===== src/rtl/uart_receiver_if.sv =====
// Byte-side handshake of the UART receiver: received byte with valid/ready,
// plus the one-cycle frame error and overrun event pulses.
interface uart_receiver_if;
  logic [7:0] data;
  logic       valid;
  logic       ready;
  logic       frame_err;
  logic       overrun;

  modport master (output data, valid, frame_err, overrun, input ready);
  modport slave  (input data, valid, frame_err, overrun, output ready);
endinterface


===== src/rtl/uart_receiver.sv =====
// 8N1 UART receiver: mid-bit sampling with a programmable clocks-per-bit
// divider, byte presented on a valid/ready handshake with error pulses.
module uart_receiver #(
  parameter int CLKS_PER_BIT = 16
) (
  input  logic             clk,
  input  logic             rst_n,
  input  logic             rx,
  uart_receiver_if.master  bus
);

  localparam logic [15:0] LAST = 16'(CLKS_PER_BIT - 1);
  localparam logic [15:0] HALF = 16'((CLKS_PER_BIT - 1) / 2);

  typedef enum logic [2:0] {IDLE, START, DATA, STOP, WAIT_HIGH} state_t;

  state_t      state;
  logic        sync_p0;
  logic        rxs;
  logic [15:0] cnt;
  logic [3:0]  bit_idx;
  logic [7:0]  shift;

  always_ff @(posedge clk or negedge rst_n) begin
    if (!rst_n) begin
      state         <= IDLE;
      sync_p0       <= 1'b1;
      rxs           <= 1'b1;
      cnt           <= 16'd0;
      bit_idx       <= 4'd0;
      shift         <= 8'h00;
      bus.data      <= 8'h00;
      bus.valid     <= 1'b0;
      bus.frame_err <= 1'b0;
      bus.overrun   <= 1'b0;
    end else begin
      sync_p0       <= rx;
      rxs           <= sync_p0;
      bus.frame_err <= 1'b0;
      bus.overrun   <= 1'b0;
      if (bus.valid && bus.ready) bus.valid <= 1'b0;

      case (state)
        IDLE: begin
          // With a zero half-period the start sample is this very cycle.
          if (!rxs) begin
            bit_idx <= 4'd0;
            if (HALF == 16'd0) begin
              cnt   <= 16'd0;
              state <= DATA;
            end else begin
              cnt   <= 16'd1;
              state <= START;
            end
          end
        end
        START: begin
          if (cnt == HALF) begin
            cnt   <= 16'd0;
            state <= rxs ? IDLE : DATA;
          end else begin
            cnt <= cnt + 16'd1;
          end
        end
        DATA: begin
          if (cnt == LAST) begin
            cnt   <= 16'd0;
            shift <= {rxs, shift[7:1]};
            if (bit_idx == 4'd7) state <= STOP;
            else bit_idx <= bit_idx + 4'd1;
          end else begin
            cnt <= cnt + 16'd1;
          end
        end
        STOP: begin
          if (cnt == LAST) begin
            cnt <= 16'd0;
            if (rxs) begin
              state <= IDLE;
              // A byte being consumed this cycle frees the holding register.
              if (!bus.valid || bus.ready) begin
                bus.data  <= shift;
                bus.valid <= 1'b1;
              end else begin
                bus.overrun <= 1'b1;
              end
            end else begin
              bus.frame_err <= 1'b1;
              state         <= WAIT_HIGH;
            end
          end else begin
            cnt <= cnt + 16'd1;
          end
        end
        WAIT_HIGH: begin
          if (rxs) state <= IDLE;
        end
        default: state <= IDLE;
      endcase
    end
  end

endmodule


===== src/flat_wrapper.sv =====
// flat-port wrapper written by rule: the top's interface ports become plain ports
module uart_receiver_flat 
#(
  parameter int CLKS_PER_BIT = 16
)
  (clk, rst_n, rx, bus_data, bus_valid, bus_frame_err, bus_overrun, bus_ready);
  uart_receiver_if bus_i ();
  input  logic clk;
  input  logic rst_n;
  input  logic rx;
  output wire logic [$bits(bus_i.data)-1:0] bus_data;
  output wire logic [$bits(bus_i.valid)-1:0] bus_valid;
  output wire logic [$bits(bus_i.frame_err)-1:0] bus_frame_err;
  output wire logic [$bits(bus_i.overrun)-1:0] bus_overrun;
  input wire logic [$bits(bus_i.ready)-1:0] bus_ready;
  assign bus_data = bus_i.data;
  assign bus_valid = bus_i.valid;
  assign bus_frame_err = bus_i.frame_err;
  assign bus_overrun = bus_i.overrun;
  assign bus_i.ready = bus_ready;
  uart_receiver #(.CLKS_PER_BIT(CLKS_PER_BIT)) u_core (.clk(clk), .rst_n(rst_n), .rx(rx), .bus(bus_i));
endmodule

===== config.mk =====
export PLATFORM = sky130hd
export DESIGN_NAME = uart_receiver_flat
export DESIGN_NICKNAME = d
export VERILOG_FILES = /design/src/rtl/uart_receiver_if.sv /design/src/rtl/uart_receiver.sv /design/src/flat_wrapper.sv
export SDC_FILE = /design/constraint.sdc
export NUM_CORES = 1
export LEC_CHECK = 0
export CAP_MARGIN = 20
export CORE_MARGIN = 1
export CORE_UTILIZATION = 58
export CTS_CLUSTER_DIAMETER = 150
export CTS_CLUSTER_SIZE = 28
export DETAILED_ROUTE_END_ITERATION = 12
export PLACE_DENSITY = 0.79
export SLEW_MARGIN = 20
export SYNTH_ARGS = -nofsm -noshare
export SYNTH_HDL_FRONTEND = slang
export SYNTH_SLANG_ARGS = --single-unit

===== constraint.sdc =====
create_clock -name clk -period 3.1 [get_ports clk]
set_clock_uncertainty 0.2 [all_clocks]
set_input_delay 0.31 -clock clk [delete_from_list [all_inputs] [get_ports clk]]
set_output_delay 0.31 -clock clk [all_outputs]
set_load 0.03 [all_outputs]

==> results by group, run 1 <==
Outcome
  – Status: finished, final reports clean

Floorplan
  – Io pins: 15
  – Die area: 4020 µm²
  – Die X: 63.4 µm
  – Initial core utilization: 63.0%
  – FP Rows: 21
  – Core Area: 3470 µm²
  – Height of the die: 63.4 µm

Clock tree
  – CTS Buf Count: 5
  – # clock sinks: 44
  – TritonCTS clock tree: done
  – H-tree depth: 2
  – Post-CTS Hold Buffers: 1
  – Worst-skew pair later-pin latency: 300 ps
  – Cts repair resizes: 0
  – Clock Root Buffer: clkbuf_8
  – Max Root-Sink Buffers: 2
  – Setup bufs post-CTS: 0
  – CTS clk-pin slew, worst paths: 80 ps

STA
  – Achievable Freq: 386 MHz
  – Final setup margin: 512 ps
  – Hold Worst Slack: 159 ps
  – Setup TNS: 0 ps
  – Final period util: 83.5%
  – Tmin final: 2590 ps
  – Slew Limit Headroom: 36.4%
  – Final hold viol count: 0
  – Setup Viol. Count Final: 0
  – Max-slew violations: 0
  – Worst Tran Pin Value: 954 ps
  – Unrepaired setup endpoints after global routing: no

Yosys
  – Sequential area share after synthesis: 50.5%
  – Gate Count Post-Synth: 203
  – Yosys top cell by area: dfrtp_1
  – #FFs+latches synth: 44
  – Top-count cell post-synth: dfrtp_1
  – Warnings from Yosys: 0
  – Number of flops mapped to enable cells by yosys: 0
  – Synth top area cells: dfrtp_1, mux2_4, mux2_2, nand2_1, a21oi_1
  – Top post-synthesis cells by count: dfrtp_1, nand2_1, a21oi_1, nor2_1
  – FFs w/ async S/R, synth: 100%
  – Synth unique cells: 46
  – Top_reg_cell synth: dfrtp_1
  – Synth Cell Area: 2180 µm²
  – Top cell type's share of synthesized area: 48.1%
  – Syn avg cell area: 10.8 µm²
  – Syn nets: 209

Placement
  – Placed inst area: 2330 µm²
  – Final GP Congestion: 0.894
  – Pre-CTS WS: 508 ps
  – Placed cells: 256
  – PortBufs: 14
  – DP Wirelength: 2840 µm

Cells and area
  – Ant diodes: 0
  – Net count reported at finish: 224
  – Design Area, Final: 2430 µm²
  – Post-Layout Cell Count: 265
  – Final Util: 70.0%
  – Share of cells above drive strength 1: 18.3%
  – FILL cells: 271
  – P&R area growth vs syn: 11.2%

Global routing
  – Largest net degree at the start of global routing: 45
  – Initial antenna violation count: 0
  – Vias in the first global route: 1518
  – GRT overflow: 0
  – GRT Overall Usage: 22.9%
  – First-pass GRT wire length: 7000 µm

Routing
  – Initial drt markers: 50
  – Via count: 1578
  – Post-route ant nets: 0
  – DRC violation count after routing: 0
  – Vias per std cell: 5.95
  – Drt pass-1 iters: 4
  – WL/cell: 15.1 µm
  – Final WL: 4010 µm

Worst setup path
  – CP arrival: 2580 ps
  – Crit path from: u_core.cnt[5]
  – R2R Path Start: u_core.cnt[5]
  – CP endpoint kind: flip-flop
  – Worst setup path category: reg2reg
  – Critical path required time: 3090 ps
  – Kind of start point of the critical path: flip-flop
  – Critical path fanouts, max: 10
  – Reg2reg path depth: 5

Min path
  – HP Start: u_core.sync_p0
  – Hold depth: 0
  – Hold WC Path Type: reg2reg

Pwr
  – Pwr Density: 595 nW/µm²
  – Pleak: 1.11 nW
  – Peak supply drop: 0.432 mV
  – Total power: 1.44 mW

Run
  – MaxCap Viol Count: 0
-- report_power, final --
group | total, mW | internal [mW] | switching (mW) | leakage [nW]
Sequential | 0.709 | 0.630 | 0.0794 | 0.594
Combinational | 0.362 | 0.149 | 0.214 | 0.465
Clock | 0.372 | 0.178 | 0.194 | 0.0510
-- area by class of cell --
type                    instances  area, µm²  area share [%]
flip-flops and latches         44       1100            45.4
multi-input cells             142        992            40.9
inverters                      10       37.5            1.55
clock inverters                 2       10.0           0.412
repair buffers                 15        145            5.98
well taps                      46       57.6            2.37
clock buffers                   6       82.6            3.40
-- registers in the layout (all words and copies together) (netlist names) --
signal	flops
u_core.bus.valid	1
u_core.rxs	1
u_core.shift	8
u_core.bus.overrun	1
u_core.bus.frame_err	1
u_core.bit_idx	4
u_core.sync_p0	1
u_core.bus.data	8
u_core.cnt	16
u_core.state	3
-- layer usage --
metal	up-vias	share of wire, %	track usage (%)
li1	759	-	-
met1	768	45	30.5
met2	42	48	35.8
met3	9	5.2	4.17
met4	0	1.7	11.6
met5	-	0	0
-- cell usage in the layout (no fill, tap or decap), types with 2 or more instances in the layout --
| cell | count |
|---|---|
| a21o_1 | 4 |
| a21oi_1 | 13 |
| and2_1 | 2 |
| and4_1 | 3 |
| clkbuf_8 | 6 |
| clkdlybuf4s50_1 | 13 |
| clkinv_2 | 2 |
| dfrtp_1 | 42 |
| dfstp_2 | 2 |
| ha_1 | 2 |
| inv_1 | 10 |
| mux2_2 | 8 |
| mux2_4 | 8 |
| nand2_1 | 18 |
| nand3_1 | 12 |
| nand3b_1 | 3 |
| nand4_1 | 5 |
| nor2_1 | 13 |
| nor3_1 | 5 |
| nor4_1 | 2 |
| nor4_4 | 2 |
| o21ai_0 | 12 |
| or3_1 | 4 |
| or4_1 | 2 |
| or4_4 | 2 |
| xnor2_1 | 3 |
-- final timing paths --
path,endpoint,slack (ps)
worst min-delay path,u_core.rxs,160
worst max-delay path,u_core.bus.data[3],510
min in group asynchronous,u_core.bus.data[4],490
max in group asynchronous,u_core.cnt[9],1610
worst max register to register,u_core.bus.data[3],510
worst min register to register,u_core.rxs,160
-- cells by family (layout without fill, tap and decap cells) --
kind of cell	count (synthesis)	in the layout	synth area share (%)
buffers and inverters	17	33	4.07
AND/OR/NAND/NOR	83	83	22.5
XOR/XNOR	3	3	1.20
AO/OA/AOI/OAI	38	38	10.9
multiplexers	16	16	9.62
adder cells (fa/ha/maj)	2	2	1.15
flip-flops	44	44	50.5
-- critical path: stages (launching register included) --
cell and delay, ps:
dfrtp_1 470, or4_4 610, nor4_4 390, and2b_1 200
and3_4 290, mux2_4 310
Note: power is estimated with default switching activity, not from simulation.
==> run 2: changes to the inputs <==
Clock period 3.1 ns to 2.7 ns, I/O delays scaled along.
==> run 2 against run 1 <==
- maximum frequency is 3.8% higher
- first-iteration DRC count rose to 2.6 times the previous value
- global-route usage rose by 2.1 points
- critical path depth is the same
- register-to-register slack got worse by 300 ps
- sequential power up 15%
- worst hold slack better by 3.7 ps
- setup slack got worse by 300 ps
- final area up 1.1%
- total power up 15%
- non-clock buffer count increased by 5
- sequential cell count stayed put
- critical path type unchanged
==> results by group, run 2 (synthesis gave the netlist of run 1 again) <==
STA
  – Achievable Freq: 401 MHz (+3.8%)
  – Final setup margin: 207 ps (-305 ps)
  – Final hold viol count: 0 (unchanged)
  – Hold Worst Slack: 163 ps (+3.69 ps)
  – Max-slew violations: 0 (unchanged)
  – Worst Tran Pin Value: 940 ps (-14.4 ps)
  – Tmin final: 2490 ps (-95.0 ps)
  – Slew Limit Headroom: 37.4% (+0.96 points)
  – Final period util: 92.3% (+8.8 points)
  – Setup Viol. Count Final: 0 (unchanged)
  – Unrepaired setup endpoints after global routing: no
  – Setup TNS: 0 ps (unchanged)

Pwr
  – Peak supply drop: 0.654 mV (+51%)
  – Pleak: 1.13 nW (+1.5%)
  – Pwr Density: 678 nW/µm² (+14%)
  – Total power: 1.66 mW (+15%)

Placement
  – Pre-CTS WS: 229 ps (-279 ps)
  – Placed inst area: 2360 µm² (+1.6%)
  – PortBufs: 14 (unchanged)
  – Placed cells: 261 (+2.0%)
  – Final GP Congestion: 0.860 (-3.8%)
  – DP Wirelength: 3040 µm (+7.3%)

Clock tree
  – TritonCTS clock tree: done
  – H-tree depth: 2 (unchanged)
  – CTS Buf Count: 5 (unchanged)
  – Clock Root Buffer: clkbuf_8
  – # clock sinks: 44 (unchanged)
  – CTS clk-pin slew, worst paths: 80 ps (about the same)
  – Max Root-Sink Buffers: 2 (unchanged)
  – Worst-skew pair later-pin latency: 300 ps (about the same)
  – Setup bufs post-CTS: 0 (unchanged)

Floorplan
  – Io pins: 15 (unchanged)
  – Height of the die: 63.4 µm (unchanged)
  – FP Rows: 21 (unchanged)
  – Die area: 4020 µm² (unchanged)
  – Core Area: 3470 µm² (unchanged)
  – Die X: 63.4 µm (unchanged)
  – Initial core utilization: 63.0% (unchanged)

Min path
  – Hold depth: 0 (unchanged)
  – Min-Delay Endpoint: u_core.rxs
  – Hold WC Path Type: reg2reg
  – HP Start: u_core.sync_p0

Worst setup path
  – CP endpoint kind: flip-flop
  – Slowest-stage cell, CP: or4_4
  – Reg2reg path depth: 5 (unchanged)
  – Critical path fanouts, max: 10 (unchanged)
  – Critical path required time: 2680 ps (-410 ps)
  – Worst setup path category: reg2reg
  – Worst r2r dst: u_core.shift[3]
  – CP arrival: 2480 ps (-100 ps)
  – R2R Path Start: u_core.cnt[5]
  – Highest cell delay on the worst timing path: 620 ps (about the same)
  – Kind of start point of the critical path: flip-flop
  – Reg2Reg Setup Slack: 210 ps (-300 ps)
  – CP cell instances: or4_4 -> nor4_4 -> buf_4 -> and2_2 -> mux2_2

Routing
  – Drt pass-1 iters: 5 (+1)
  – Initial drt markers: 131 (+160%)
  – Final WL: 4360 µm (+8.7%)
  – Post-route ant nets: 0 (unchanged)
  – DRC violation count after routing: 0 (unchanged)
  – WL/cell: 16.2 µm (+6.7%)
  – Vias per std cell: 6.04 (+1.4%)
  – Via count: 1630 (+3.3%)

Global routing
  – Vias in the first global route: 1628 (+7.2%)
  – GRT Overall Usage: 25.0% (+2.1 points)
  – First-pass GRT wire length: 7520 µm (+7.5%)
  – GRT overflow: 0 (unchanged)
  – Initial antenna violation count: 0 (unchanged)
  – Largest net degree at the start of global routing: 45 (unchanged)

Cells and area
  – Share of cells above drive strength 1: 19.2% (+0.93 points)
  – P&R area growth vs syn: 12.4%
  – Top flop regs: u_core.cnt x16, u_core.bus.data x8, u_core.shift x8
  – Net count reported at finish: 229 (+2.2%)
  – Ant diodes: 0 (unchanged)
  – Commonest non-fill, non-tap cell in the layout: dfrtp_1
  – Final Util: 70.8% (+0.76 points)
  – Post-Layout Cell Count: 270 (+1.9%)
  – Biggest register: u_core.cnt
  – Design Area, Final: 2450 µm² (+1.1%)
  – Max FFs per register: 16 (unchanged)
  – Most frequent cells in the layout: dfrtp_1, nand2_1, nor2_1, a21oi_1, clkdlybuf4s50_1

Run
  – MaxCap Viol Count: 0 (unchanged)

Outcome
  – Status: finished, final reports clean
-- run 2: cell count changes in the layout (fill, tap and decap cells not counted), sizes merged --
| cell | before | now |
|---|---|---|
| buf | 1 | 6 |
| clkbuf | 6 | 7 |
| clkinv | 2 | 1 |
-- run 2: repair_timing --
| action | in CTS | in global routing |
|---|---|---|
| hold buffers | 1 | 0 |
| resized for setup | 0 | 0 |
| hold endpoints to repair | 42 | 0 |
-- run 2: worst max-delay path by stage --
| stage | startpoint | cells past startpoint | slack (ps) | endpoint |
|---|---|---|---|---|
| after floorplan | u_core.cnt[5] | 7 | 200 | u_core.bus.data[0] |
| after global placement | u_core.cnt[5] | 5 | 300 | u_core.bus.data[0] |
| after detailed placement | u_core.cnt[5] | 5 | 230 | u_core.shift[6] |
| after CTS | u_core.cnt[5] | 5 | 190 | u_core.shift[3] |
| after global routing | u_core.cnt[5] | 5 | 70 | u_core.shift[5] |
| final | u_core.cnt[5] | 5 | 210 | u_core.shift[3] |
-- run 2: layout make-up --
cell class                 count  area, µm²
inverter                      10       37.5
fill                         266       1010
sequential                    44       1100
clock inverter                 1       5.00
timing repair buffer          20        183
tap                           46       57.6
multi-input combinational    142        992
clock buffer                   7       76.3
-- run 2: layer usage --
metal  track usage [%]  up-vias  wire, µm
met4              8.24        0        91
met3              7.97       10       232
li1                  -      770         -
met1              30.0      806      1810
met2              42.2       44      2230
met5                 0        -         0
-- run 2: where the power goes --
group          switching, mW  internal (mW)
sequential            0.0888          0.723
clock                  0.212          0.182
combinational          0.265          0.194
total                  0.565           1.10
-- run 2: critical path: cells and delay by family, from the launching register on --
family	cells	cell delay, ps
and+or+nand+nor	3	1140
buffers and inverters	1	180
DFF	1	480
muxes	1	370
==> run 3: changes to the inputs <==
==> constraint.sdc (replaced) <==
create_clock -name clk -period 2.3 [get_ports clk]
set_clock_uncertainty 0.2 [all_clocks]
set_input_delay 0.23 -clock clk [delete_from_list [all_inputs] [get_ports clk]]
set_output_delay 0.23 -clock clk [all_outputs]
set_load 0.1 [all_outputs]
==> run 3 against run 2 <==
- sequential share of layout area shrank 5.0 points
- sequential cell count stayed put
- combinational power increased by 72%
- register-to-register slack lost 290 ps
- the flow now finishes with violations (negative setup slack)
- critical path type unchanged
- setup slack worse by 290 ps
==> results by group, run 3 (synthesis gave the netlist of run 1 again) <==
Routing
  – Final WL: 5240 µm (+20%)
  – Met2 wire length: 2700 µm (+21%)
  – Post-route ant nets: 0 (unchanged)
  – WL/cell: 17.4 µm (+7.4%)
  – Vias per std cell: 6.01 (-0.45%)
  – Post-Route M1 WL: 2060 µm (+14%)
  – Top sig layer: met4
  – DRC violation count after routing: 0 (unchanged)
  – Via count: 1815 (+11%)
  – Drt pass-1 iters: 4 (-1)
  – Met3 WL: 375 µm (+62%)
  – Initial drt markers: 147 (+12%)

STA
  – Final setup margin: -78.8 ps (-286 ps)
  – Tmin final: 2380 ps (-114 ps)
  – Max-slew violations: 0 (unchanged)
  – Worst Tran Pin Value: 636 ps (-304 ps)
  – Final period util: 103% (+11 points)
  – Final hold viol count: 0 (unchanged)
  – Achievable Freq: 420 MHz (+4.8%)
  – Slew Limit Headroom: 57.3% (+20 points)
  – Hold Worst Slack: 120 ps (-42.9 ps)
  – Unrepaired setup endpoints after global routing: yes
  – Setup Viol. Count Final: 20 (+20)

Clock tree
  – Max Root-Sink Buffers: 2 (unchanged)
  – TritonCTS clock tree: done
  – H-tree depth: 2 (unchanged)
  – CTS clk-pin slew, worst paths: 90 ps (about the same)
  – CTS Buf Count: 5 (unchanged)
  – Clock Root Buffer: clkbuf_8
  – # clock sinks: 44 (unchanged)
  – Worst-skew pair later-pin latency: 300 ps (about the same)

Cells and area
  – Biggest register: u_core.cnt
  – Ant diodes: 0 (unchanged)
  – Top flop regs: u_core.cnt x16, u_core.bus.data x8, u_core.shift x8
  – Most frequent cells in the layout: buf_4, dfrtp_1, nand2_1
  – Design Area, Final: 2770 µm² (+13%)
  – Max FFs per register: 16 (unchanged)
  – Net count reported at finish: 261 (+14%)
  – FILL cells: 205 (-23%)
  – Commonest non-fill, non-tap cell in the layout: buf_4
  – P&R area growth vs syn: 26.6%
  – Share of cells above drive strength 1: 37.1% (+18 points)

Floorplan
  – Height of the die: 63.4 µm (unchanged)
  – Initial core utilization: 63.0% (unchanged)
  – Die X: 63.4 µm (unchanged)
  – FP Rows: 21 (unchanged)
  – Core Area: 3470 µm² (unchanged)
  – Die area: 4020 µm² (unchanged)
  – Io pins: 15 (unchanged)

Pwr
  – Pwr Density: 837 nW/µm² (+23%)
  – Total power: 2.31 mW (+39%)
  – Pleak: 1.34 nW (+19%)
  – Peak supply drop: 0.649 mV (-0.73%)

Outcome
  – Status: finished, violations left
  – Violated checks: negative setup slack

Run
  – MaxCap Viol Count: 0 (unchanged)

Global routing
  – First-pass GRT wire length: 8240 µm (+9.5%)
  – Initial antenna violation count: 0 (unchanged)
  – Vias in the first global route: 1739 (+6.8%)
  – GRT Overall Usage: 26.8% (+1.8 points)
  – Largest net degree at the start of global routing: 18 (-60%)
  – GRT overflow: 0 (unchanged)

Worst setup path
  – Critical path fanouts, max: 8 (-2)
  – Worst setup path category: reg2reg
  – Critical path's top delay family: simple AND/OR/NAND/NOR gates
  – CP cell instances: or4_4 -> nor4_4 -> and2b_1 -> and3_4 -> mux2_4
  – Critical path required time: 2290 ps (-390 ps)
  – Slowest-stage cell, CP: or4_4
  – Highest cell delay on the worst timing path: 580 ps (-40 ps)
  – CP arrival: 2370 ps (-110 ps)
  – Kind of start point of the critical path: flip-flop
  – Crit path buf inv count: 0 (-1)
  – CP endpoint kind: flip-flop

Min path
  – Hold WC Path Type: in2async

Placement
  – DP Wirelength: 3430 µm (+13%)
  – Pre-CTS WS: -58.0 ps (-287 ps)
  – PortBufs: 14 (unchanged)
  – Final GP Congestion: 0.922 (+7.2%)
  – Placed inst area: 2490 µm² (+5.5%)
[run 3: cell types whose count changed in the layout (fill, tap and decap cells not counted), moves of 3 or more]
cell             previous run  this run
clkdlybuf4s50_1            13         2
o21ai_0                    12         8
mux2_2                      8         4
a21oi_1                    13        10
o21ai_1                     0         4
buf_4                       5        45
mux2_4                      8        12
[run 3: worst register-to-register path: cells and delay by family (launching register included)]
family        cells  cell delay [ps]
mux               1              320
flops             1              400
simple gates      4             1340
[run 3: repair_timing]
item                                    4_1_cts  5_1_grt
pin swaps                                     1        2
cloned                                        0        1
gates resized for setup                       3       17
endpoints found under the setup margin       17       28
hold buffers                                  1        0
setup buffers                                 3        7
endpoints found under the hold margin        42        0
[run 3: worst paths after layout]
path / startpoint / to / slack [ps] / cells past startpoint
worst max-delay path: u_core.cnt[11] / u_core.bus.data[6] / -80 / 5
worst min-delay path: rst_n / u_core.bus.data[7] / 120 / 2
worst max register to register: u_core.cnt[11] / u_core.bus.data[6] / -80 / 5
worst min register to register: u_core.sync_p0 / u_core.rxs / 160 / 0
max in group asynchronous: rst_n / u_core.sync_p0 / 1190 / 3
min in group clk: rx / u_core.sync_p0 / 140 / 1
[run 3: report_power, final]
| part | internal, mW | switching (mW) |
|---|---|---|
| clock network | 0.327 | 0.273 |
| registers | 0.850 | 0.0741 |
| logic | 0.365 | 0.426 |
[run 3: through the flow]
step           setup TNS, ps  instances  util, %
2_1_floorplan          -1680        203        -
3_3_place_gp            -204        282     71.9
3_5_place_dp            -790        282     71.9
4_1_cts                 -312        294     76.5
5_1_grt                -2260        302     79.7
6_report                -838        302     79.7
[run 3: metal layers]
metal	vias up	track usage, %
met5	-	0
met4	0	5.68
met3	12	6.34
met2	81	45.9
met1	887	34.4
li1	835	-
[run 3: layout make-up]
class	instances	area (µm²)	share of cell area, %
tap	46	57.6	2.08
clock inverter	3	46.3	1.67
timing repair buffer	51	395	14.3
multi-input combinational	143	1060	38.2
clock buffer	5	68.8	2.49
inverter	10	37.5	1.36
sequential	44	1100	39.9
